<file path="src/rtl/run_length_detector.sv">
// run_length_detector
//   Serial detector for runs of identical bits or a fixed bit pattern on a
//   1-bit stream. All outputs are registered, so each one reflects the sample
//   taken at the previous qualifying edge.
//
// Ports
//   clk      rising-edge clock
//   reset    asynchronous active-high reset, clears all state
//   clr      synchronous clear, wins over en
//   en       sample qualifier; w is consumed only when en=1
//   w        serial data bit
//   mode     00 run of ones, 01 run of zeros, 10 run of either, 11 pattern
//   z        detection flag for the last sample
//   run_cnt  length of the ongoing run, saturating at RUN_LEN
//   last_bit most recently sampled bit
//   hit_cnt  number of detecting samples, wraps modulo 2^HIT_W
module run_length_detector #(
    parameter int                RUN_LEN = 4,
    parameter int                CNT_W   = 3,
    parameter int                PAT_W   = 4,
    parameter logic [PAT_W-1:0]  PATTERN = 4'b1011,
    parameter int                HIT_W   = 8
) (
    input  logic             clk,
    input  logic             reset,
    input  logic             clr,
    input  logic             en,
    input  logic             w,
    input  logic [1:0]       mode,
    output logic             z,
    output logic [CNT_W-1:0] run_cnt,
    output logic             last_bit,
    output logic [HIT_W-1:0] hit_cnt
);

    typedef enum logic [1:0] {
        MODE_ONES    = 2'b00,
        MODE_ZEROS   = 2'b01,
        MODE_EITHER  = 2'b10,
        MODE_PATTERN = 2'b11
    } mode_t;

    localparam int               FILL_W   = $clog2(PAT_W + 1);
    localparam logic [CNT_W-1:0] RUN_MAX  = CNT_W'(RUN_LEN);
    localparam logic [FILL_W-1:0] FILL_MAX = FILL_W'(PAT_W);

    logic [PAT_W-1:0]  sr, sr_next;
    logic [FILL_W-1:0] fill, fill_next;
    logic [CNT_W-1:0]  run_next;
    logic              det;
    mode_t             mode_sel;

    assign mode_sel = mode_t'(mode);
    assign sr_next  = {sr[PAT_W-2:0], w};

    always_comb begin
        run_next = run_cnt + CNT_W'(1);
        // run_cnt==0 means no sample since reset, so the stale last_bit of 0
        // must not extend a run of zeros.
        if (run_cnt == '0 || w != last_bit)
            run_next = CNT_W'(1);
        else if (run_cnt >= RUN_MAX)
            run_next = RUN_MAX;

        fill_next = (fill >= FILL_MAX) ? FILL_MAX : fill + FILL_W'(1);

        det = 1'b0;
        case (mode_sel)
            MODE_ONES:    det = (run_next == RUN_MAX) &&  w;
            MODE_ZEROS:   det = (run_next == RUN_MAX) && !w;
            MODE_EITHER:  det = (run_next == RUN_MAX);
            MODE_PATTERN: det = (fill_next == FILL_MAX) && (sr_next == PATTERN);
            default:      det = 1'b0;
        endcase
    end

    always_ff @(posedge clk or posedge reset) begin
        if (reset) begin
            z        <= 1'b0;
            run_cnt  <= '0;
            last_bit <= 1'b0;
            hit_cnt  <= '0;
            sr       <= '0;
            fill     <= '0;
        end else if (clr) begin
            z        <= 1'b0;
            run_cnt  <= '0;
            last_bit <= 1'b0;
            hit_cnt  <= '0;
            sr       <= '0;
            fill     <= '0;
        end else if (en) begin
            z        <= det;
            run_cnt  <= run_next;
            last_bit <= w;
            sr       <= sr_next;
            fill     <= fill_next;
            if (det)
                hit_cnt <= hit_cnt + HIT_W'(1);
        end
    end

endmodule

</file>
<file path="config.mk">
export PLATFORM = sky130hd
export DESIGN_NAME = run_length_detector
export DESIGN_NICKNAME = d
export VERILOG_FILES = /design/src/rtl/run_length_detector.sv
export SDC_FILE = /design/constraint.sdc
export NUM_CORES = 1
export LEC_CHECK = 0
export ABC_AREA = 1
export BUFFER_PORTS_ARGS = -buffer_cell sky130_fd_sc_hd__clkbuf_2
export CAP_MARGIN = 20
export CORE_MARGIN = 2
export CORE_UTILIZATION = 53
export DETAILED_ROUTE_END_ITERATION = 12
export HOLD_SLACK_MARGIN = 0.12
export PLACE_DENSITY = 0.77
export SYNTH_ARGS = -nofsm -noshare
export SYNTH_HDL_FRONTEND = slang
export SYNTH_SLANG_ARGS = --single-unit
</file>
<file path="constraint.sdc">
create_clock -name clk -period 1.5 [get_ports clk]
set_input_delay 0.3 -clock clk [delete_from_list [all_inputs] [get_ports clk]]
set_output_delay 0.3 -clock clk [all_outputs]
set_load 0.02 [all_outputs]
</file>
==> impl_summary.txt, run 1 <==
----------------------------------------------------
[Setup path]
  Kind of end point of the critical path ... register
  Crit path buffers/inverters ... 1
  Dominant cell type by count on the critical path ... nand2_1
  Ordered list of cells on the worst path ... inv_2 > ha_4 > o21ai_2 > nand3b_1 > nand2_2 > nand3_4 > nand2_4 > nand2_1 > nand2_1
  Slowest Stage Delay on Critical Path ... 440 ps
  Slowest cell on crit path ... dfrtp_2
  Reg2reg start ... run_cnt[1]
  Kind of cell adding the most delay to the critical path ... simple AND/OR/NAND/NOR gates
  Largest fanout on the critical path ... 8
  Critical path required time ... 1750 ps
  Data arrival time of the critical path ... 1770 ps
  Critical path type ... register to register
  Worst reg2reg setup slack ... -20 ps
  Critical path launch point ... run_cnt[1]
  Startpoint Class ... register

[Place]
  Placer Congestion ... 0.794
  Worst-case setup slack after placement ... -63.4 ps
  Post-DP HPWL ... 1780 um
  IO buf count ... 19

[STA]
  Achievable clock frequency ... 658 MHz
  Tmin final ... 1520 ps
  Setup violations, final ... 6
  Setup skew after layout ... 2.52 ps
  Unrepaired setup endpoints after global routing ... yes
  Final worst-path setup slack ... -20.4 ps
  Count of pins over their slew limit ... 0
  Worst-case headroom to the max-slew limit ... 80.1%
  Worst-margin pin slew ... 299 ps
  Share of the clock period used by the worst path ... 101%
  Final Hold Fails ... 0

[Clock tree]
  Clock buffers created by TritonCTS ... 3
  Root buf cell ... clkbuf_4
  CTS tree ... done
  Clock latency on the worst-skew pair ... 300 ps
  CTS Buffer Depth ... 2
  Clock sinks ... 18
  H-tree level count ... 1
  Reg clk slew, reported paths ... 110 ps

[Worst hold path]
  Type of the most critical hold path ... input port to register
  Worst min-delay path startpoint ... clr

[Synthesis]
  Mapped Avg Cell Area ... 8.35 um^2
  Synthesized Nets ... 137
  Number of distinct library cell variants in the gate-level netlist after synthesis ... 23
  Syn Inst Count ... 124
  Number of synthesized register bits ... 18
  Sequential-to-total area share from yosys stat ... 43.5%
  Area of the mapped netlist ... 0.00104 mm^2
  Yosys warning count ... 0

[Pwr]
  P per Cell Area ... 800 mW/mm^2
  Combinational share of power ... 23.4%
  Net switching fraction of the power ... 30.4%
  Part of the total power dissipated in the clock network ... 28.4%
  Leakage power of the design ... 0.000691 uW
  Largest vdd supply drop ... 880 uV
  Switching pwr ... 333 uW
  Power share of the sequential group ... 48.1%
  Internal cell power ... 762 uW

[Route]
  Post-Route WL ... 2500 um
  Count of antenna-violating nets left after detailed routing ... 0
  Count of routing violations after the opening detailed-route iteration ... 29
  DR vias/cell ... 5.48
  Per-cell routed wire length ... 13.6 um
  DRC violation count after routing ... 0
  Detailed-route via count ... 1008
  Total iterations of the first detailed-routing run ... 4

[Cells and area]
  Share of the core filled with cells ... 76.8%
  Layout filler cell count ... 124
  Multi-input combinational cell area ... 592 um^2
  Antenna diode count ... 0
  Area overhead of the layout relative to synthesis ... 32.1%
  Fraction of layout instances using a drive strength above 1 ... 37.7%
  Total area of sequential cells ... 454 um^2
  NumNets Final ... 173

[GRT]
  Vias in the first global route ... 904
  Maximum number of pins on one net before global-route repair ... 13
  Global route total overflow ... 0
  First-pass GRT wire length ... 4010 um
  Total Routing Usage GR ... 25.4%
  Number of antenna violations at the first check in global routing ... 0

[Die]
  Floorplan row count ... 15
  Top Ports ... 20
  Effective utilization at floorplan ... 58.1%
  Die span in x ... 48.2 um
  Area of the core region ... 0.00178 mm^2
  Total Die Area ... 0.00232 mm^2
  Die Ht ... 48.2 um

[Status]
  Violations in the final reports ... setup timing
  Result of the run ... finished, violations left

[Job]
  Maximum Capacitance Violations ... 0

----------------------------------------------------
-- through the flow --
stage	power [uW]	cell area, um^2	setup TNS, ps	instances	hold WS (ps)
6_report	1090	1370	-61.7	184	356
5_1_grt	1140	1370	-784	184	376
4_1_cts	1090	1370	-33.8	184	326
3_5_place_dp	751	1230	-366	174	242
3_3_place_gp	739	1230	-90.6	174	227
2_1_floorplan	665	1050	0	124	238
-- metal layers --
metal | track usage [%] | vias to the layer above | part of all wire, %
met2 | 41.6 | 44 | 49
met4 | 10.8 | 0 | 2.0
li1 | - | 478 | -
met5 | 0 | - | 0
met1 | 33.0 | 479 | 43
met3 | 4.07 | 7 | 5.4
-- kinds of logic after synthesis --
kind of cell             count (synthesis)  share of synthesized area [%]
AND/OR/NAND/NOR                         64                           30.6
buffers and inverters                   18                           6.64
flip-flops                              18                           43.5
AO/OA/AOI/OAI                           12                           7.00
XOR/XNOR                                 6                           5.07
adder cells (fa/ha/maj)                  6                           7.25
-- flip-flops by register name, indices dropped and copies added, names as in the netlist --
name / flops
z: 1
sr: 3
run_cnt: 3
fill: 3
hit_cnt: 8
-- final cells by class --
class	instances	area share, %
Clock buffer	4	2.65
Timing Repair Buffer	32	14.3
Tap cell	25	2.29
Inverter	16	4.39
Multi-Input combinational cell	89	43.2
Sequential cell	18	33.2
-- worst reg2reg max path, stage by stage (launching register included) --
cell and delay (ps):
dfrtp_2 440, inv_2 80, ha_4 200, o21ai_2 140, nand3b_1 110, nand2_2 110
nand3_4 110, nand2_4 140, nand2_1 70, nand2_1 60
-- synth_stat cells (all sizes together) --
| cell type | number | area, um^2 |
|---|---|---|
| nand3 | 14 | 82.6 |
| nor2 | 15 | 58.8 |
| ha | 6 | 75.1 |
| a21oi | 2 | 10.0 |
| o22ai | 4 | 25.0 |
| xor2 | 4 | 35.0 |
| o21ai | 4 | 20.0 |
| nand3b | 2 | 15.0 |
| o32ai | 2 | 17.5 |
| xnor2 | 2 | 17.5 |
| nand2 | 30 | 140 |
| clkbuf | 1 | 3.75 |
| inv | 16 | 60.1 |
| nand4 | 2 | 12.5 |
| dfrtp | 18 | 450 |
| nor3b | 1 | 7.51 |
| buf | 1 | 5.00 |
-- power by group through the flow --
stage	registers [uW]	clock network, uW	logic, uW
floorplan	558	0	107
detailed placement	535	0	216
global route	529	330	280
finish	527	311	257
CTS	526	312	253
global placement	534	0	205
-- what timing repair did --
action / in CTS / in global routing
hold buffers: 1 / 0
cloned: 1 / 0
setup buffers: 4 / 0
hold endpoints to repair: 7 / 0
pin swaps: 11 / 3
endpoints found under the setup margin: 9 / 9
resized for setup: 11 / 1
-- final timing paths --
check | endpoint | cells after the start
setup reg to reg | hit_cnt[1] | 9
min in group asynchronous | hit_cnt[4] | 3
hold reg to reg | z | 2
setup / recovery | hit_cnt[1] | 9
hold / removal | fill[2] | 2
max in group asynchronous | fill[0] | 4
-- cells in the final DEF, fill, tap and decap left out, types with 3 or more instances in the layout --
master | Yosys | layout
nand2_4 | 3 | 4
buf_4 | 0 | 12
dfrtp_2 | 0 | 3
clkbuf_4 | 0 | 3
nand2_1 | 25 | 24
inv_1 | 15 | 10
ha_1 | 6 | 3
nand3_1 | 13 | 12
nor2_1 | 14 | 13
clkbuf_2 | 0 | 19
o22ai_1 | 4 | 4
dfrtp_1 | 18 | 15
ha_4 | 0 | 3
xor2_1 | 4 | 4
inv_2 | 1 | 6
Note: power is estimated with default switching activity, not from simulation.
==> run 2: changes to the inputs <==
--- a/config.mk
+++ b/config.mk
@@ -9,10 +9,12 @@
 export BUFFER_PORTS_ARGS = -buffer_cell sky130_fd_sc_hd__clkbuf_2
 export CAP_MARGIN = 20
 export CORE_MARGIN = 2
-export CORE_UTILIZATION = 53
+export CORE_UTILIZATION = 56
+export CTS_BUF_LIST = sky130_fd_sc_hd__clkbuf_8
 export DETAILED_ROUTE_END_ITERATION = 12
 export HOLD_SLACK_MARGIN = 0.12
-export PLACE_DENSITY = 0.77
+export PLACE_DENSITY = 0.9
+export SLEW_MARGIN = 20
 export SYNTH_ARGS = -nofsm -noshare
 export SYNTH_HDL_FRONTEND = slang
 export SYNTH_SLANG_ARGS = --single-unit
==> impl_summary.txt, run 2 (same netlist as run 1, synthesis figures left out) <==
----------------------------------------------------
[Pwr]
  Sum of internal, switching and leakage power ... 1170 uW
  P per Cell Area ... 814 mW/mm^2
  Leakage power of the design ... 0.000697 uW
  Largest vdd supply drop ... 588 uV

[Die]
  Die Ht ... 47.0 um
  Die span in x ... 47.0 um
  Floorplan row count ... 15
  Area of the core region ... 0.00173 mm^2
  Top Ports ... 20
  Effective utilization at floorplan ... 60.0%
  Total Die Area ... 0.00221 mm^2

[Route]
  Per-cell routed wire length ... 15.2 um
  Detailed-route via count ... 1005
  Count of antenna-violating nets left after detailed routing ... 0
  DR vias/cell ... 5.46
  DRC violation count after routing ... 0
  Count of routing violations after the opening detailed-route iteration ... 35
  Post-Route WL ... 2790 um
  Total iterations of the first detailed-routing run ... 4

[GRT]
  Fraction of met1 tracks used by global routing ... 33.5%
  Most heavily used metal layer in global routing ... met2
  First-pass GRT wire length ... 4190 um
  GR Util met2 ... 47.9%
  Met3 Resource Use GR ... 5.00%
  Global route total overflow ... 0
  Total Routing Usage GR ... 27.8%
  Vias in the first global route ... 962
  Maximum number of pins on one net before global-route repair ... 19
  Number of antenna violations at the first check in global routing ... 0

[Place]
  IO buf count ... 19
  Placed cell count ... 172
  Worst-case setup slack after placement ... -66.3 ps
  Post-DP HPWL ... 1650 um
  Placer Congestion ... 0.896

[Clock tree]
  Clock sinks ... 18
  CTS tree ... done
  H-tree level count ... 1
  Clock buffers created by TritonCTS ... 3
  Clock latency on the worst-skew pair ... 260 ps
  Reg clk slew, reported paths ... 70 ps
  CTS Buffer Depth ... 2
  Root buf cell ... clkbuf_8

[Status]
  Result of the run ... finished, violations left
  Violations in the final reports ... setup timing

[Job]
  Maximum Capacitance Violations ... 0

[Cells and area]
  Commonest non-fill, non-tap cell in the layout ... clkbuf_2
  Number of flip-flops under the largest register name ... 8
  Area overhead of the layout relative to synthesis ... 38.9%
  Antenna diode count ... 0
  Leading cell types in the layout, fill and taps excluded ... clkbuf_2, nand2_1, dfrtp_1
  Largest register by flop count ... hit_cnt
  Number of cells in the finished layout apart from fillers ... 184
  NumNets Final ... 173
  Fraction of layout instances using a drive strength above 1 ... 43.4%

[Setup path]
  Data arrival time of the critical path ... 1750 ps
  Startpoint Class ... register
  Largest fanout on the critical path ... 8
  Critical path type ... register to register
  Critical path required time ... 1640 ps
  Kind of end point of the critical path ... register

[Worst hold path]
  Type of the most critical hold path ... input port to register

[STA]
  Share of the clock period used by the worst path ... 107%
  Tmin final ... 1610 ps
  Setup violations, final ... 8
  Achievable clock frequency ... 622 MHz
  Unrepaired setup endpoints after global routing ... yes
  Worst-case headroom to the max-slew limit ... 81.6%
  Final worst-path setup slack ... -108 ps
  Setup TNS after final layout ... -755 ps
  Count of pins over their slew limit ... 0
  Setup skew after layout ... 10.2 ps
  Final Hold Fails ... 0
  Worst-margin pin slew ... 275 ps

----------------------------------------------------
==> run 2: changes by cell type in the layout (fill, tap and decap cells not counted), moves of 2 or more <==
cell,previous run,this run
nand2_1,24,17
nand3_4,1,3
clkbuf_4,3,0
nand2_2,2,9
clkbuf_8,1,3
o21ai_2,2,0
==> run 2: path summary, 6_finish.rpt <==
check	endpoint	cells after the start	slack, ps	from
setup / recovery	hit_cnt[0]	9	-110	run_cnt[0]
hold / removal	fill[2]	2	400	clr
setup reg to reg	hit_cnt[0]	9	-110	run_cnt[0]
hold reg to reg	sr[2]	2	510	sr[2]
max in group asynchronous	sr[0]	4	720	reset
min in group asynchronous	sr[2]	4	570	reset
==> run 2: per-stage QoR <==
step / area [um^2] / util [%] / hold slack, ps
2_1_floorplan: 1050 / - / 238
3_3_place_gp: 1210 / 70.4 / 303
3_5_place_dp: 1210 / 70.4 / 308
4_1_cts: 1350 / 78.3 / 388
5_1_grt: 1440 / 83.3 / 417
6_report: 1440 / 83.3 / 398
==> run 2: cell type report <==
| type | count | area [um^2] |
|---|---|---|
| clock buffer | 3 | 41.3 |
| sequential | 18 | 454 |
| timing repair buffer | 32 | 195 |
| inverter | 16 | 60.1 |
| multi-input combinational | 89 | 653 |
| clock inverter | 1 | 3.75 |
| tap | 25 | 31.3 |
| fill | 96 | 288 |
==> run 2: power by group <==
group,switching [uW],internal [uW]
combinational,164,122
sequential,24.9,509
clock,169,182
==> run 2: per-layer routing <==
metal	up-vias	share of wire [%]
met1	463	39
met5	-	0
met4	0	2.9
met2	59	50
met3	10	7.4
li1	473	-
==> run 2: worst max-delay path, cell delays in order (launching register included) <==
cell and delay [ps]:
dfrtp_2 430, ha_1 230, nor2_2 180, nor2_4 80
nand3b_1 110, nand2_2 100, nand3_4 150, nand2_8 90
nand2_2 70, nand2_1 50
==> run 2: repair_timing <==
| item | CTS | global route |
|---|---|---|
| resized for setup | 10 | 16 |
| endpoints found under the setup margin | 9 | 10 |
| hold buffers | 1 | 0 |
| pin swaps | 14 | 12 |
| gates cloned | 1 | 0 |
| endpoints found under the hold margin | 18 | 0 |
| buffers inserted | 4 | 2 |
==> run 3: changes to the inputs <==
--- a/config.mk
+++ b/config.mk
@@ -8,6 +8,7 @@
 export ABC_AREA = 1
 export BUFFER_PORTS_ARGS = -buffer_cell sky130_fd_sc_hd__clkbuf_2
 export CAP_MARGIN = 20
+export CORE_ASPECT_RATIO = 0.9
 export CORE_MARGIN = 2
 export CORE_UTILIZATION = 56
 export CTS_BUF_LIST = sky130_fd_sc_hd__clkbuf_8
==> impl_summary.txt, run 3 (same netlist as run 1, synthesis figures left out) <==
----------------------------------------------------
[Status]
  Result of the run ... finished, violations left
  Violations in the final reports ... setup timing

[Clock tree]
  Clock latency on the worst-skew pair ... 260 ps
  Clock buffers created by TritonCTS ... 3
  Clock sinks ... 18
  Reg clk slew, reported paths ... 70 ps
  Root buf cell ... clkbuf_8
  CTS tree ... done
  CTS Buffer Depth ... 2
  H-tree level count ... 1

[Setup path]
  Critical path type ... register to register
  Worst reg2reg setup slack ... -120 ps
  Critical path required time ... 1690 ps
  Data arrival time of the critical path ... 1810 ps
  Kind of end point of the critical path ... register
  Reg2reg start ... sr[0]
  Startpoint Class ... register
  Critical register-to-register path endpoint ... hit_cnt[1]
  Largest fanout on the critical path ... 8
  FF-to-FF path depth ... 10

[STA]
  Setup violations, final ... 10
  Worst-case headroom to the max-slew limit ... 72.8%
  Final worst-path setup slack ... -125 ps
  Tmin final ... 1620 ps
  Share of the clock period used by the worst path ... 108%
  Unrepaired setup endpoints after global routing ... yes
  Worst-margin pin slew ... 407 ps
  Achievable clock frequency ... 616 MHz
  Count of pins over their slew limit ... 0
  Final Hold Fails ... 0
  Final-layout worst hold slack ... 395 ps
  Setup skew after layout ... 9.00 ps

[GRT]
  First-pass GRT wire length ... 4410 um
  Total Routing Usage GR ... 27.1%
  Global route total overflow ... 0
  Vias in the first global route ... 983
  Maximum number of pins on one net before global-route repair ... 19
  Number of antenna violations at the first check in global routing ... 0

[Die]
  Top Ports ... 20
  Die span in x ... 49.3 um
  Floorplan row count ... 14
  Area of the core region ... 0.00170 mm^2
  Die Ht ... 44.8 um
  Effective utilization at floorplan ... 61.0%
  Total Die Area ... 0.00221 mm^2

[Cells and area]
  Multi-input combinational cell area ... 633 um^2
  Design area ... 0.00142 mm^2
  Number of flip-flops under the largest register name ... 8
  Area overhead of the layout relative to synthesis ... 36.8%
  Total area of sequential cells ... 454 um^2
  Share of the core filled with cells ... 83.4%
  NumNets Final ... 173
  Layout filler cell count ... 101
  Largest register by flop count ... hit_cnt
  Antenna diode count ... 0
  Leading cell types in the layout, fill and taps excluded ... clkbuf_2, dfrtp_1, nor2_1
  Commonest non-fill, non-tap cell in the layout ... clkbuf_2
  Fraction of layout instances using a drive strength above 1 ... 43.4%

[Route]
  DRC violation count after routing ... 0
  Count of antenna-violating nets left after detailed routing ... 0
  Total iterations of the first detailed-routing run ... 8
  Count of routing violations after the opening detailed-route iteration ... 87
  Detailed-route via count ... 1081
  Per-cell routed wire length ... 17.7 um
  Post-Route WL ... 3230 um
  DR vias/cell ... 5.91

[Place]
  Post-DP HPWL ... 1630 um
  Placed cell area ... 0.00122 mm^2
  IO buf count ... 19
  Worst-case setup slack after placement ... -42.2 ps
  Placer Congestion ... 0.850

[Pwr]
  Power share of the sequential group ... 45.3%
  Largest vdd supply drop ... 828 uV
  Switching pwr ... 361 uW
  Net switching fraction of the power ... 30.8%
  Part of the total power dissipated in the clock network ... 29.2%
  Internal cell power ... 814 uW
  Sum of internal, switching and leakage power ... 1170 uW
  Leakage power of the design ... 0.000713 uW
  P per Cell Area ... 829 mW/mm^2
  Combinational share of power ... 25.5%

[Worst hold path]
  Worst min-delay path startpoint ... clr
  Endpoint with the worst hold slack ... fill[2]
  Worst hold stages ... 2
  Type of the most critical hold path ... input port to register

[Job]
  Maximum Capacitance Violations ... 0

----------------------------------------------------
[run 3: cell counts in the layout (fill, tap and decap cells not counted)]
Identical to the previous run, type by type.
[run 3: layer usage]
layer / track usage, % / vias to the layer above / share of wire (%)
li1: - / 476 / -
met1: 32.7 / 501 / 39
met2: 45.7 / 79 / 47
met3: 7.62 / 25 / 9.7
met4: 13.7 / 0 / 4.7
met5: 0 / - / 0
[run 3: layout make-up]
class	count	share of cell area, %
flip-flops and latches	18	32.0
repair buffers	32	13.8
well taps	24	2.12
multi-input cells	89	44.7
clock inverters	1	0.265
inverters	16	4.24
clock buffers	3	2.91
[run 3: critical path: stages (launching register included)]
cell,delay (ps)
dfrtp_2,430
ha_4,220
inv_2,70
nand2_4,50
nor2_2,110
nand3b_1,110
nand2_2,110
nand3_4,140
nand2_8,160
nand2_1,80
nand2_1,80
[run 3: worst max-delay path by stage]
stage                       to  cells after the start  slack [ps]       start
global route        hit_cnt[1]                     10        -160       sr[0]
finish              hit_cnt[1]                     10        -120       sr[0]
detailed placement  hit_cnt[6]                      9         -40  run_cnt[1]
global placement    hit_cnt[7]                      9           9  run_cnt[1]
CTS                 hit_cnt[0]                      9           1  run_cnt[0]
floorplan           hit_cnt[3]                      9           2  run_cnt[0]
[run 3: metrics by stage]
stage | TNS, ps | instances
2_1_floorplan | 0 | 124
3_3_place_gp | 0 | 172
3_5_place_dp | -290 | 172
4_1_cts | 0 | 183
5_1_grt | -1190 | 183
6_report | -650 | 183
[run 3: power groups by stage]
stage	logic, uW	registers, uW	clock network (uW)
floorplan	107	558	0
global placement	194	536	0
detailed placement	204	539	0
CTS	253	530	349
global route	316	534	364
finish	300	532	343
[run 3: what timing repair did]
item                                    4_1_cts  5_1_grt
gates cloned                                  1        0
buffers inserted                              5        0
gates resized for setup                       8       16
hold buffers                                  1        0
hold endpoints to repair                     18        0
endpoints found under the setup margin        8       10
pin swaps                                     7       12
